**config.mk**
```make
export PLATFORM = sky130hd
export DESIGN_NAME = checker_pattern_gen
export DESIGN_NICKNAME = d
export VERILOG_FILES = /design/src/rtl/checker_pattern_gen.sv
export SDC_FILE = /design/constraint.sdc
export NUM_CORES = 1
export LEC_CHECK = 0
export ABC_AREA = 1
export BUFFER_PORTS_ARGS = -buffer_cell sky130_fd_sc_hd__buf_2
export CELL_PAD_IN_SITES_DETAIL_PLACEMENT = 0
export CELL_PAD_IN_SITES_GLOBAL_PLACEMENT = 1
export CORE_ASPECT_RATIO = 0.9
export CORE_MARGIN = 3
export CORE_UTILIZATION = 39
export CTS_CLUSTER_SIZE = 20
export DETAILED_ROUTE_END_ITERATION = 12
export PLACE_DENSITY = 0.86
export SLEW_MARGIN = 20
export SYNTH_ARGS = -nofsm -noshare
export SYNTH_HDL_FRONTEND = slang
export SYNTH_SLANG_ARGS = --single-unit
```
**constraint.sdc**
```tcl
create_clock -name clk -period 1.64 [get_ports clk]
set_input_delay 0.164 -clock clk [delete_from_list [all_inputs] [get_ports clk]]
set_output_delay 0.164 -clock clk [all_outputs]
set_load 0.01 [all_outputs]
```
**src/rtl/checker_pattern_gen.sv**
```systemverilog
// checker_pattern_gen: animated checkerboard colour-index source.
// Raster position in, registered 3-bit palette index out, one cycle of latency.
// The animation state (scroll offsets, colour phase, frame counter) only changes
// on frame_start, so a single frame never shows two different animation steps.
// Optional build macro CB_BORDER_EN: forces index 0 on the outermost visible
// rows and columns. The border does not scroll.
module checker_pattern_gen #(
    parameter int H_BITS    = 10,
    parameter int V_BITS    = 10,
    parameter int TILE_LOG2 = 5,
    parameter int H_ACTIVE  = 640,
    parameter int V_ACTIVE  = 480
) (
    input  logic              clk,
    input  logic              rst_n,
    input  logic              ena,
    input  logic [H_BITS-1:0] pix_x,
    input  logic [V_BITS-1:0] pix_y,
    input  logic              video_active,
    input  logic              frame_start,
    input  logic [1:0]        mode,
    input  logic [1:0]        speed,
    input  logic              pause,
    output logic [2:0]        color_index,
    output logic              pix_valid
);

    localparam logic [H_BITS-1:0] H_TILE_BIT = H_BITS'(1) << TILE_LOG2;
    localparam logic [V_BITS-1:0] V_TILE_BIT = V_BITS'(1) << TILE_LOG2;

    logic [H_BITS-1:0] x_off_q, x_off_d;
    logic [V_BITS-1:0] y_off_q, y_off_d;
    logic [2:0]        phase_q, phase_d;
    logic [7:0]        frame_cnt_q, frame_cnt_d;
    logic [1:0]        mode_q, mode_d;
    logic [2:0]        color_q, color_d;
    logic              valid_q;

    logic              frame_upd;
    logic [H_BITS-1:0] step_x;
    logic [V_BITS-1:0] step_y;
    logic              par;
    logic              border;

    // Per-frame animation update; decisions use the incoming mode so that
    // mode changes take effect exactly at the frame boundary.
    always_comb begin
        x_off_d     = x_off_q;
        y_off_d     = y_off_q;
        phase_d     = phase_q;
        frame_cnt_d = frame_cnt_q;
        mode_d      = mode_q;
        frame_upd   = frame_start && ena && !pause;
        step_x      = H_BITS'(1) << speed;
        step_y      = V_BITS'(1) << speed;
        if (frame_upd) begin
            frame_cnt_d = frame_cnt_q + 8'd1;
            mode_d      = mode;
            case (mode)
                2'd1: x_off_d = x_off_q + step_x;
                2'd2: begin
                    x_off_d = x_off_q + step_x;
                    y_off_d = y_off_q + step_y;
                end
                2'd3: begin
                    if (frame_cnt_q[2:0] == 3'd7) begin
                        phase_d = (phase_q == 3'd6) ? '0 : phase_q + 3'd1;
                    end
                end
                default: ;
            endcase
        end
    end

    // Pixel path: tile parity from the scrolled coordinates (sums wrap at the
    // operand width), then select phase or black.
    always_comb begin
        par = (|((pix_x + x_off_q) & H_TILE_BIT)) ^ (|((pix_y + y_off_q) & V_TILE_BIT));
`ifdef CB_BORDER_EN
        border = (pix_x == '0) || (pix_x == H_BITS'(H_ACTIVE - 1)) ||
                 (pix_y == '0) || (pix_y == V_BITS'(V_ACTIVE - 1));
`else
        border = 1'b0;
`endif
        color_d = 3'd7;
        if (video_active) begin
            if (border) begin
                color_d = '0;
            end else begin
                color_d = par ? phase_q : 3'd7;
            end
        end
    end

    // Animation state register; next-state logic already folds in ena and pause.
    always_ff @(posedge clk or negedge rst_n) begin
        if (!rst_n) begin
            x_off_q     <= '0;
            y_off_q     <= '0;
            phase_q     <= '0;
            frame_cnt_q <= '0;
            mode_q      <= '0;
        end else begin
            x_off_q     <= x_off_d;
            y_off_q     <= y_off_d;
            phase_q     <= phase_d;
            frame_cnt_q <= frame_cnt_d;
            mode_q      <= mode_d;
        end
    end

    // Output registers; held while the design is disabled.
    always_ff @(posedge clk or negedge rst_n) begin
        if (!rst_n) begin
            color_q <= 3'd7;
            valid_q <= 1'b0;
        end else if (ena) begin
            color_q <= color_d;
            valid_q <= video_active;
        end
    end

    assign color_index = color_q;
    assign pix_valid   = valid_q;

endmodule

```
**After elaboration in Yosys (flattened, before gate mapping)**

Index checks and enable logic that the tools add are counted.

- Input bits: 30
- Flip-flop bits (word level): 35
- Logic and storage cells: 29
- Output and inout bits: 4

- Bitwise gates (word level): 1
- Equal/unequal tests: 5
- $add $sub $neg: 6
- Reduce and logical (&&, ||, !) cells: 7
- Muxes and demuxes: 3
- Shifts and indexed selects: 1

Operator list:

| operator | count |
|---|---|
| adder 10 bit | 2 |
| adder 6 bit | 2 |
| left shift 1 x 2 -> 10 bit, first input constant | 1 |
| 2-to-1 mux 3 bit | 3 |
| adder 8 x 1 -> 8 bit, second input constant | 1 |
| equality test 3 bit, second input constant | 2 |
| equality test 2 bit, second input constant | 2 |
| AND reduction 2 bit | 2 |
| adder 3 x 1 -> 3 bit, second input constant | 1 |
| AND reduction 3 bit | 1 |
| equality test 2 x 1 -> 1 bit, second input constant | 1 |
| logical AND 1 bit | 2 |
| OR reduction 2 bit | 1 |
| logical NOT 1 bit | 1 |
| XOR 1 bit | 1 |

**Depth between registers and ports, before layout**

- Depth in word-level cells: 4
- Depth in mapped cells: 12
- Depth with buffers taken out: 12

**Worst setup path before layout**

OpenSTA, ideal clock, no wires.

- Path kind: register to register
- From: register x_off_q[4]
- To: register color_q[0] (netlist: color_index[0])
- Path slack: 244 ps
- Buffers on the path: 0
- Clock period less this slack: 1,396 ps
- Data arrival time: 1,324 ps
- Stages on the path, launching flop included: 10
- Cell sequence: dfrtp_1 -> ha_1 -> a21oi_1 -> nand3_1 -> nand2_1 -> nand2_1 -> nand2_1 -> nand3_1 -> nand2_1 -> inv_1

- Longest elaborated chain between the ends: 4

RTL lines:

| element | RTL line | text |
|---|---|---|
| start: declaration | 31 | `logic [H_BITS-1:0] x_off_q, x_off_d;` |
| start signal: assignment | 104 | `x_off_q <= x_off_d;` |
| adder 6 bit | 78 | `par = (\|((pix_x + x_off_q) & H_TILE_BIT)) ^ (\|((pix_y + y_off_q) & V_TILE_BIT));` |
| XOR 1 bit | 78 |  |
| 2-to-1 mux 3 bit | 90 | `color_d = par ? phase_q : 3'd7;` |
| 2-to-1 mux 3 bit | 86 | `if (video_active) begin` |
| end signal: assignment | 118 | `color_q <= color_d;` |
| end: declaration | 36 | `logic [2:0] color_q, color_d;` |

Every way passes these cells.
A chain may end at the register's enable or synchronous reset.

**Worst setup path after layout**

- From: register x_off_q[3]
- To: register color_q[2] (netlist: color_index[2])

Same word-level chain as after synthesis.

==> run metrics <==
cell taking the most area after synthesis sky130_fd_sc_hd__dfrtp_1; classification of the worst setup path reg -> reg; final design area excluding fillers slightly below 2000 sq um; die span in x 72.8 um; worst skew pair latency 0.26 ns; share of cell area taken by muxes after synthesis 0%; worst slack after detailed placement -0.0151 ns; Worst slew margin 65.3%; IO Pins 34; total number of H-tree levels 1; required time reported for the critical path endpoint 1.85 ns; area of the mapped netlist 1570 sq um; vertical die dimension between 60 and 70 um; number of distinct standard cells referenced by the synthesized netlist 22; Yosys top cell area share 30.3%; critical path arrival ~1.7 ns; simple-gate share of the synthesized area about 27%; Filler Cell Count 389; TritonCTS Buffers 3; final cell utilization of the core 51.5%; f_max roughly 670 MHz; WL final approximately 3000 um; Fin Setup TNS 0 ns; largest family of logic cells by synthesized area simple AND/OR/NAND/NOR gates; Max-Cap Viols 0; worst hold-check slack 0.185 ns; Main synth FF type sky130_fd_sc_hd__dfrtp_1; number of antenna-violating nets in the routed design 0; fraction of registers with async set or reset after synthesis 100%; proportion of layout cells with a drive suffix above 1 26.1%; antenna violations before repair 0; number of nets in the layout 291; via count of the first global-routing pass around 1100; static power due to leakage 1.07 nW; global-route wire length before repair 4740 um; GRT Resource Usage Total 12.5%; Final period util 91.5%; Mapped Cells slightly below 200; Die Outline Area 4820 sq um; core area 3780 sq um; total clock sinks 22; Iteration-0 DRC Markers 39; maximum VDD drop 0.424 mV; Min-Delay Path Class in -> reg; average instance area after synthesis 7.92 sq um; Finish-stage setup viols 0; time the final worst path needs with I/O delays and setup 1.50 ns; CTS Root Buffer Type sky130_fd_sc_hd__clkbuf_8; xor/xnor share of the synthesized area 5.03%; clock tree from TritonCTS done; run status completed; clock-pin transition on the worst setup and hold timing paths 0.09 ns; adder-cell share of the synthesized area 18.5%; half-perimeter wire length after placement 2340 um; P per Cell Area between 1000 and 1500 nW/um^2; synthesis-stage register bit count 22; number of synthesis warnings 0; startpoint types flip-flop; CP endpoint kind flip-flop; largest net degree at the start of global routing 23; Post-Place Cell Area 1770 sq um; number of inserted diodes 0; fin worst setup slack 0.140 ns; Initial Util approximately two fifths; drt pass-1 iters 4; routed vias/inst roughly 4.5; synthesized netlist net count 250; port buffer count 25; final slew viol count 0; weighted congestion at the end of routability-driven global placement 0.798; maximum root-to-sink buffer count 2; final worst clock skew between 0.002 and 0.0025 ns; via count approximately 1300; final routed DRC violation total 0; number of flops mapped to enable cells by yosys 0; area added between synthesis and finish 24.3%; total count of hold-check failures in the final report 0; Routed wire per std cell 10.5 um; sequential area share after synthesis 35.4%; aggregate global routing overflow 0; dominant cells by area after synthesis sky130_fd_sc_hd__dfrtp_1 30%, sky130_fd_sc_hd__ha_1 16%, sky130_fd_sc_hd__nand2_1 16%; synthesized-area fraction occupied by ao, oa, aoi and oai cells ~6.5%; number of cell rows 21; slew of the pin with the lowest slew margin 0.521 ns; critical path peak fanout 3
-- synth_stat cells, types with 3 or more instances --
library cell / count
sky130_fd_sc_hd__nand2_1: 66
sky130_fd_sc_hd__inv_1: 26
sky130_fd_sc_hd__ha_1: 20
sky130_fd_sc_hd__dfrtp_1: 19
sky130_fd_sc_hd__a21oi_1: 10
sky130_fd_sc_hd__nor2_1: 9
sky130_fd_sc_hd__nand3_1: 8
sky130_fd_sc_hd__o21ai_0: 8
sky130_fd_sc_hd__xnor2_1: 5
sky130_fd_sc_hd__xor2_1: 4
sky130_fd_sc_hd__dfstp_2: 3
sky130_fd_sc_hd__nand4_1: 3
sky130_fd_sc_hd__nor2_4: 3
sky130_fd_sc_hd__or2_2: 3
-- area by class of cell --
class                   count  area, sq um  area share (%)
flip-flops and latches     22          554            28.5
repair buffers             36          210            10.8
inverters                  30          116            5.97
clock inverters             1         30.0            1.54
clock buffers               3         41.3            2.12
multi-input cells         146          938            48.2
well taps                  46         57.6            2.95
-- cell families after synthesis --
kind of cell    after synthesis
fa+ha+maj                    22
flops                        22
xor+xnor                      9
buf+inv                      30
compound gates               20
simple gates                 95
-- final timing paths --
| check | from | endpoint | slack (ns) | cells past startpoint |
|---|---|---|---|---|
| min reg2reg | pix_valid$_DFFE_PN0P_ | pix_valid$_DFFE_PN0P_ | 0.47 | 2 |
| max | x_off_q[3]$_DFFE_PN0P_ | color_index[2]$_DFFE_PN1P_ | 0.14 | 11 |
| min | video_active | pix_valid$_DFFE_PN0P_ | 0.18 | 3 |
| min in group asynchronous | rst_n | x_off_q[1]$_DFFE_PN0P_ | 0.41 | 2 |
| max in group asynchronous | rst_n | color_index[0]$_DFFE_PN1P_ | 0.88 | 2 |
| max reg2reg | x_off_q[3]$_DFFE_PN0P_ | color_index[2]$_DFFE_PN1P_ | 0.14 | 11 |
-- cell usage in the layout, fill, tap and decap left out --
master and instances:
sky130_fd_sc_hd__inv_4 1, sky130_fd_sc_hd__or2_2 3, sky130_fd_sc_hd__nand4_1 3, sky130_fd_sc_hd__dlygate4sd3_1 1
sky130_fd_sc_hd__o21ai_0 7, sky130_fd_sc_hd__nand2_4 2, sky130_fd_sc_hd__buf_2 25, sky130_fd_sc_hd__buf_4 10
sky130_fd_sc_hd__o211ai_1 1, sky130_fd_sc_hd__nor2_1 9, sky130_fd_sc_hd__fa_1 2, sky130_fd_sc_hd__ha_4 2
sky130_fd_sc_hd__nand3_1 7, sky130_fd_sc_hd__nand2_1 63, sky130_fd_sc_hd__dfstp_2 3, sky130_fd_sc_hd__nand2_2 3
sky130_fd_sc_hd__clkinv_2 1, sky130_fd_sc_hd__xnor2_1 5, sky130_fd_sc_hd__clkbuf_8 3, sky130_fd_sc_hd__ha_1 18
sky130_fd_sc_hd__dfrtp_1 19, sky130_fd_sc_hd__a21oi_2 1, sky130_fd_sc_hd__nor2_4 3, sky130_fd_sc_hd__o21ai_1 2
sky130_fd_sc_hd__xor2_1 4, sky130_fd_sc_hd__bufinv_16 1, sky130_fd_sc_hd__nand3_2 2, sky130_fd_sc_hd__inv_1 26
sky130_fd_sc_hd__a21oi_1 9, sky130_fd_sc_hd__inv_2 2
-- through the flow --
stage                     cells  power [mW]
after floorplan             198        1.40
after detailed placement    271        1.63
after global placement      271        1.60
after global routing        284        2.50
after CTS                   276        2.15
final                       284        2.28
-- layer usage --
layer / global-route usage (%) / up-vias / part of all wire (%)
met1: 17.5 / 565 / 49
met2: 19.8 / 15 / 48
met4: 4.15 / 0 / 0.70
met5: 0 / - / 0
met3: 1.37 / 2 / 2.6
li1: - / 706 / -
-- registers in the layout, summed over array words and instances (netlist names) --
| signal | cells |
|---|---|
| color_index | 3 |
| y_off_q | 6 |
| phase_q | 3 |
| pix_valid | 1 |
| x_off_q | 6 |
| frame_cnt_q | 3 |
-- where the power goes --
group | switching [mW] | total [mW] | leakage, nW | internal (mW)
Sequential | 0.114 | 0.814 | 0.260 | 0.700
Clock | 0.188 | 0.514 | 0.0357 | 0.326
Combinational | 0.496 | 0.953 | 0.774 | 0.456
Total | 0.798 | 2.28 | 1.07 | 1.48
-- what timing repair did --
action,CTS,global route
endpoints found under the hold margin,19,0
hold buffers,1,0
endpoints found under the setup margin,0,5
gates resized for setup,0,8
setup buffers,0,8
-- worst max-delay path, cell delays in order (launching register included) --
cell,delay (ns)
sky130_fd_sc_hd__dfrtp_1,0.42
sky130_fd_sc_hd__ha_1,0.29
sky130_fd_sc_hd__nand2_1,0.07
sky130_fd_sc_hd__nor2_1,0.10
sky130_fd_sc_hd__nand2_1,0.10
sky130_fd_sc_hd__nand3_2,0.09
sky130_fd_sc_hd__nand2_1,0.05
sky130_fd_sc_hd__nand2_1,0.09
sky130_fd_sc_hd__nand2_2,0.06
sky130_fd_sc_hd__nand3_1,0.08
sky130_fd_sc_hd__nand2_1,0.05
sky130_fd_sc_hd__inv_1,0.05
(Power assumes the default switching activity.)
